## src/rtl/rr_pipe_arbiter.sv

```systemverilog
// N-input valid/ready request arbiter with a one-entry registered output stage.
// Policy is fixed priority (lowest index) or round-robin, chosen at elaboration.
module rr_pipe_arbiter #(
   parameter int unsigned N_IN     = 4,
   parameter int unsigned ADDR_W   = 27,
   parameter int unsigned RR_MODE  = 1,
   parameter int unsigned CHOSEN_W = (N_IN > 1) ? $clog2(N_IN) : 1
) (
   input  logic                     clock,
   input  logic                     reset,
   input  logic [N_IN-1:0]          io_in_valid,
   output logic [N_IN-1:0]          io_in_ready,
   input  logic [N_IN-1:0]          io_in_bits_valid,
   input  logic [N_IN*ADDR_W-1:0]   io_in_bits_bits_addr,
   input  logic                     io_out_ready,
   output logic                     io_out_valid,
   output logic                     io_out_bits_valid,
   output logic [ADDR_W-1:0]        io_out_bits_bits_addr,
   output logic [CHOSEN_W-1:0]      io_chosen
);

   logic                out_full;
   logic                accept_en;
   logic [CHOSEN_W-1:0] rr_ptr;
   logic [CHOSEN_W-1:0] ptr_next;
   logic [CHOSEN_W-1:0] winner;
   logic [N_IN-1:0]     grant;
   logic                any_grant;
   logic [ADDR_W-1:0]   sel_addr;
   logic                sel_bits_valid;

   assign io_out_valid = out_full;
   assign accept_en    = ~out_full | io_out_ready;
   // Reset gates the accept so nothing transfers while the stage is being cleared.
   assign io_in_ready  = grant & {N_IN{accept_en & ~reset}};

   // Grant search: first valid input scanning upward from the start index, wrapping.
   always_comb begin : grant_sel
      int unsigned         pos;
      logic [CHOSEN_W-1:0] idx;
      grant     = '0;
      winner    = '0;
      any_grant = 1'b0;
      pos       = 0;
      idx       = '0;
      for (int unsigned k = 0; k < N_IN; k++) begin
         pos = ((RR_MODE != 0) ? 32'(rr_ptr) : 32'd0) + k;
         if (pos >= N_IN) pos = pos - N_IN;
         idx = CHOSEN_W'(pos);
         if (!any_grant && io_in_valid[idx]) begin
            any_grant  = 1'b1;
            grant[idx] = 1'b1;
            winner     = idx;
         end
      end
   end

   // Payload mux driven by the one-hot grant.
   always_comb begin
      sel_addr       = '0;
      sel_bits_valid = 1'b0;
      for (int unsigned i = 0; i < N_IN; i++) begin
         if (grant[i]) begin
            sel_addr       = sel_addr | io_in_bits_bits_addr[i*ADDR_W +: ADDR_W];
            sel_bits_valid = sel_bits_valid | io_in_bits_valid[i];
         end
      end
   end

   // Pointer advances to the slot after the winner, wrapping for any N_IN.
   always_comb begin
      ptr_next = winner + CHOSEN_W'(1);
      if (32'(winner) == N_IN - 1) ptr_next = '0;
   end

   // Output stage: replace on accept, drain when nothing is granted, hold on stall.
   always_ff @(posedge clock or posedge reset) begin
      if (reset) begin
         out_full              <= 1'b0;
         io_out_bits_valid     <= 1'b0;
         io_out_bits_bits_addr <= '0;
         io_chosen             <= '0;
         rr_ptr                <= '0;
      end else if (accept_en) begin
         out_full <= any_grant;
         if (any_grant) begin
            io_out_bits_valid     <= sel_bits_valid;
            io_out_bits_bits_addr <= sel_addr;
            io_chosen             <= winner;
            if (RR_MODE != 0) rr_ptr <= ptr_next;
         end
      end
   end

endmodule

```

## config.mk

```make
export PLATFORM = sky130hd
export DESIGN_NAME = rr_pipe_arbiter
export DESIGN_NICKNAME = d
export VERILOG_FILES = /design/src/rtl/rr_pipe_arbiter.sv
export SDC_FILE = /design/constraint.sdc
export NUM_CORES = 1
export LEC_CHECK = 0
export BUFFER_PORTS_ARGS = -buffer_cell sky130_fd_sc_hd__buf_2
export CORE_MARGIN = 5
export CORE_UTILIZATION = 41
export CTS_CLUSTER_SIZE = 16
export DETAILED_ROUTE_END_ITERATION = 8
export GPL_ROUTABILITY_DRIVEN = 0
export PLACE_DENSITY = 0.78
export SETUP_SLACK_MARGIN = 0.3
export SLEW_MARGIN = 0
export SYNTH_ARGS = -nofsm -noshare
export SYNTH_HDL_FRONTEND = slang
export SYNTH_SLANG_ARGS = --single-unit
export TNS_END_PERCENT = 10
```

## constraint.sdc

```tcl
create_clock -name clock -period 2.7 [get_ports clock]
set_input_delay 0.135 -clock clock [delete_from_list [all_inputs] [get_ports clock]]
set_output_delay 0.135 -clock clock [all_outputs]
set_load 0.01 [all_outputs]
```

After elaboration in Yosys (flattened, before gate mapping)

Cells that the tools add are included.

Input port bits: 119
Bits in registers: 33
Logic and storage cells: 92
Output and inout bits: 35

$lt $le $gt $ge: 12
Bitwise logic cells: 14
Muxes and demuxes: 41
Add/sub/neg operators: 8
Reduce and logical (&&, ||, !) cells: 11
Eq/ne operators: 1

Operator list:

| cell                                                                                 | number |
|---|---|
| 27-bit two-way mux                                                                   | 4 |
| 27-bit OR                                                                            | 3 |
| 2-bit two-way mux                                                                    | 9 |
| 1-bit two-way mux                                                                    | 16 |
| 4-bit two-way mux                                                                    | 4 |
| 2-bit by 3-bit less-than comparator with 1-bit output (second input constant)        | 4 |
| 4-bit OR                                                                             | 3 |
| 3-bit greater-or-equal comparator (second input constant)                            | 3 |
| 1-bit binary-select mux with 2-bit select                                            | 4 |
| 1-bit demux with 2-bit select                                                        | 4 |
| 2-bit by 1-bit greater-or-equal comparator with 1-bit output (second input constant) | 4 |
| 2-bit by 1-bit subtractor with 2-bit output (second input constant)                  | 4 |
| 1-bit logical AND                                                                    | 7 |
| 2-bit by 2-bit adder with 3-bit output (second input constant)                       | 2 |
| 4-bit bitwise AND                                                                    | 1 |
| 1-bit OR                                                                             | 4 |
| 2-bit by 1-bit adder with 3-bit output (second input constant)                       | 1 |
| 2-bit by 3-bit greater-or-equal comparator with 1-bit output (second input constant) | 1 |
| 1-bit logical NOT                                                                    | 3 |
| 2-bit by 1-bit adder with 2-bit output (second input constant)                       | 1 |
| 2-bit == test (second input constant)                                                | 1 |
| 1-bit inverter                                                                       | 2 |
| 2-bit AND reduction                                                                  | 1 |
| 1-bit bitwise AND                                                                    | 1 |

Logic depth before layout (Yosys ltp)

Depth in word-level cells: 21
Mapped depth: 12
Gate-level depth less buffers: 8

Worst setup path after synthesis

No wires, ideal clock.

Path kind: flip-flop to output port
Start: reg rr_ptr[1]
End: out io_in_ready[2]
Path slack: -176 ps
Path buffers: 3
Cell stages (with the launch flop): 11
Data required time: 2565 ps
Data arrival time: 2741 ps
Cells stage by stage: dfrtp_1 clkbuf_1 inv_1 ha_1 mux4_2 or3b_1 a211oi_1 a2111o_1 buf_6 buf_6 nor2b_1

Longest elaborated chain between the ends: 15
Elaborated cells between the ends (all ways): 60
Classes of those cells: add/sub (7); order compare (12); mux (27); bitwise (4); reduce/logical (10)

Ends and longest elaborated chain:

| item                                                                                            | line | source |
|---|---|---|
| start, declared                                                                                 | 24   | `logic [CHOSEN_W-1:0] rr_ptr;` |
| start signal, assigned                                                                          | 90   | `if (RR_MODE != 0) rr_ptr <= ptr_next;` |
| parallel branches: the longest is 13 deep, another holds 2-bit by 1-bit adder with 3-bit output | -    |  |
| 4-bit two-way mux *                                                                             | 50   | `if (!any_grant && io_in_valid[idx]) begin` |
| 4-bit bitwise AND *                                                                             | 35   | `assign io_in_ready = grant & {N_IN{accept_en & ~reset}};` |
| end, declared                                                                                   | 12   | `output logic [N_IN-1:0] io_in_ready,` |

Mark *: on every way between the ends. The select of a mux whose other input is x is not followed.

==> impl_metrics.py <==
metrics = {
    "clocking": {
        "clkLatencyLatePin_ns": 0.29,
        "clkSinkCount": 33,
        "tritoncts": "done",
        "cts.path.max_buffers": 2,
        "cts_buffers": 5,
        "cts_root_buf": "clkbuf_8",
        "cts-htree-levels": 2,
        "clk_pin_slew_ns": 0.07,
    },
    "global_routing": {
        "grtUsageMet3": 0.0431,
        "track_usage": 0.229,
        "met1_usage": 0.290,
        "use_met2": 0.385,
        "grt_start_max_net_pins": 114,
        "busiest_layer": "met2",
        "grt_pass1_wl_um": 16000,
        "grt_overflow": 0,
        "grt_pass1_vias": 3323,
        "antenna_found_initial": 0,
    },
    "sta": {
        "setup_viol": 0,
        "hold_violations": 0,
        "drv_slew": 0,
        "rsz0062_at_grt": "yes",
        "tns_ns": 0,
        "period_share": 0.963,
        "fin_skew_ns": 0.00864,
        "maxSlewHeadroom": 0.291,
        "min_period_ns": 2.60,
        "max_freq_mhz": 385,
        "worst_slew_pin_slew_ns": 1.06,
    },
    "route": {
        "routedWlPerCell_um": 18.1,
        "postRouteAntennaNets": 0,
        "drc": 0,
        "first_pass_iters": 4,
        "wirelength_um": 10200,
        "drt-vias-per-instance": 6.02,
        "vias": 3410,
        "first_iter_violations": 169,
    },
    "layout": {
        "utilization": 0.592,
        "area_growth_pct": 42.3,
        "nNetsFinal": 610,
        "fillCellCount": 597,
        "drive_gt1_frac": 0.436,
        "antenna_cells": 0,
        "postLayoutCellArea_um2": 3960,
    },
    "power_and_ir_drop": {
        "comb_power_share": 0.698,
        "clockPowerShare": 0.081,
        "seqPwrFrac": 0.221,
        "finalPower_mw": 4.91,
        "swShare": 0.469,
        "power.leakage_nw": 1.77,
        "switchingPower_mw": 2.30,
        "ir_worst_vdd_uv": 490,
        "pwr_density_cell_nw_per_um2": 1240,
        "internal_power_mw": 2.61,
    },
    "die": {
        "initial_core_util": 0.416,
        "core_um2": 6680,
        "rows": 30,
        "die_w_um": 92.3,
        "chipHeight_um": 92.3,
        "dieArea_um2": 8530,
        "pin_count": 154,
    },
    "hold_path": {
        "hp-start": "io_in_bits_bits_addr[79]",
        "hold_end": "io_out_bits_bits_addr[25]",
        "holdPathStages": 3,
        "hold_class": "in2reg",
    },
    "yosys": {
        "synth_fp_nets": 451,
        "async_flop_share": 1.00,
        "postSynthAreaPerCell_um2": 8.53,
        "ys_ff_latch": 33,
        "synthAdderAreaFrac": 0.0270,
        "synth_edf_count": 0,
        "synth_common_cells": "88 x o211ai_1, 42 x nand2_1, 33 x dfrtp_1",
        "synthSimpleGateAreaFrac": 0.167,
        "synth_top_family_by_area": "compound AO/OA/AOI/OAI gates",
        "synth_top_area_cell": "dfrtp_1",
        "syn_area_um2": 2780,
        "muxShareOfSynthArea": 0.0387,
        "synthTopCellsByArea": "dfrtp_1 30%, o211ai_1 24%, a2bb2oi_1 8.8%",
        "synth_compound_area_frac": 0.394,
        "synthDistinctLibCells": 37,
        "yosys_warnings": 0,
        "synth_most_common_cell": "o211ai_1",
        "synth_ff_type": "dfrtp_1",
        "syn_inst": 326,
        "yosysSeqAreaShare": 0.297,
        "yosys.area.top_type_share": 0.297,
        "synthXorXnorAreaFrac": 0.00315,
    },
    "critical_path": {
        "crit_type": "reg2out",
        "critPathArrivalTime_ns": 2.46,
        "worstReg2RegStart": "rr_ptr[1]",
        "r2r_cells": 9,
        "rrSetupSlack_ns": 0.12,
        "endpoint_kind": "primary output",
        "r2r-end": "io_out_bits_valid",
        "cp_max_fo": 6,
        "worstPathRequired_ns": 2.57,
        "start_kind": "register",
    },
    "run_status": {
        "status": "completed",
    },
    "place": {
        "port_buffers": 153,
        "post-dp-hpwl_um": 7140,
        "dpl_cell_area_um2": 3680,
    },
    "run": {
        "drv_cap": 0,
    },
}
## layout make-up
class                      instances  area, um^2  share of cell area
tap                               80         100              0.0253
timing repair buffer             186        1050               0.264
inverter                           8        35.0             0.00885
multi-input combinational        251        1860               0.470
sequential                        33         827               0.209
clock buffer                       8        90.1              0.0228
## state kept, by name, summed over array words and instances (netlist names), named ones only
signal	flops
io_out_bits_valid	1
io_chosen	2
io_out_bits_bits_addr	27
io_out_valid	1
rr_ptr	1
## how the worst max path moves through the flow
stage | end | cells past startpoint
2_1_floorplan | io_in_ready[2] | 10
5_1_grt | io_in_ready[2] | 8
6_report | io_in_ready[2] | 8
3_5_place_dp | io_out_bits_bits_addr[9] | 9
3_3_place_gp | io_out_bits_bits_addr[10] | 9
4_1_cts | io_in_ready[2] | 8
## timing repair
action                                 4_1_cts  5_1_grt
pin swaps                                    4        8
gates cloned                                 0        1
setup endpoints to repair                   32       32
endpoints found under the hold margin       26        0
resized for setup                           10        7
buffers inserted                             9        4
hold buffers                                 1        0
## power by group through the flow
stage               Sequential (mW)  Combinational (mW)  Clock, mW
floorplan                      1.15                2.03          0
global placement               1.08                2.94          0
detailed placement             1.09                3.02          0
CTS                            1.07                3.27      0.408
global route                   1.13                3.72      0.430
finish                         1.08                3.43      0.398
## critical path, cell delays in order (launching register included)
cell and delay (ns):
dfrtp_2 0.42, inv_4 0.05, ha_4 0.27, mux4_2 0.39, or3b_4 0.41, a211oi_2 0.22, a2111o_1 0.15, nor2b_4 0.16
buf_6 0.11
## kinds of logic (layout without fill, tap and decap cells)
family,after synthesis,in the layout
buf+inv,42,202
mux,8,8
compound gates,145,145
fa+ha+maj,6,6
flops,33,33
simple gates,91,91
xor+xnor,1,1
## placed cells by master, fill, tap and decap left out, types with 3 or more instances in the layout
| cell | count |
|---|---|
| a21oi_1 | 5 |
| a2bb2oi_1 | 28 |
| buf_2 | 153 |
| buf_4 | 24 |
| buf_6 | 8 |
| clkbuf_8 | 6 |
| dfrtp_1 | 32 |
| ha_1 | 5 |
| inv_1 | 6 |
| mux2i_1 | 3 |
| nand2_1 | 42 |
| nand2b_1 | 4 |
| nand4_1 | 30 |
| nor2b_4 | 3 |
| o211ai_1 | 88 |
| o21ai_0 | 6 |
## routing by layer
layer	vias up	part of all wire
li1	1622	-
met1	1625	0.40
met2	144	0.50
met3	19	0.076
met4	0	0.027
met5	-	0
## per-stage QoR
stage                     hold WS (ns)  instances  setup WS, ns
after floorplan                  0.272        326         0.232
after global placement           0.302        543         0.257
after detailed placement         0.310        543         0.119
after CTS                        0.105        561         0.113
after global routing             0.110        566        0.0311
final                           0.0938        566         0.101
(Power assumes the default switching activity.)
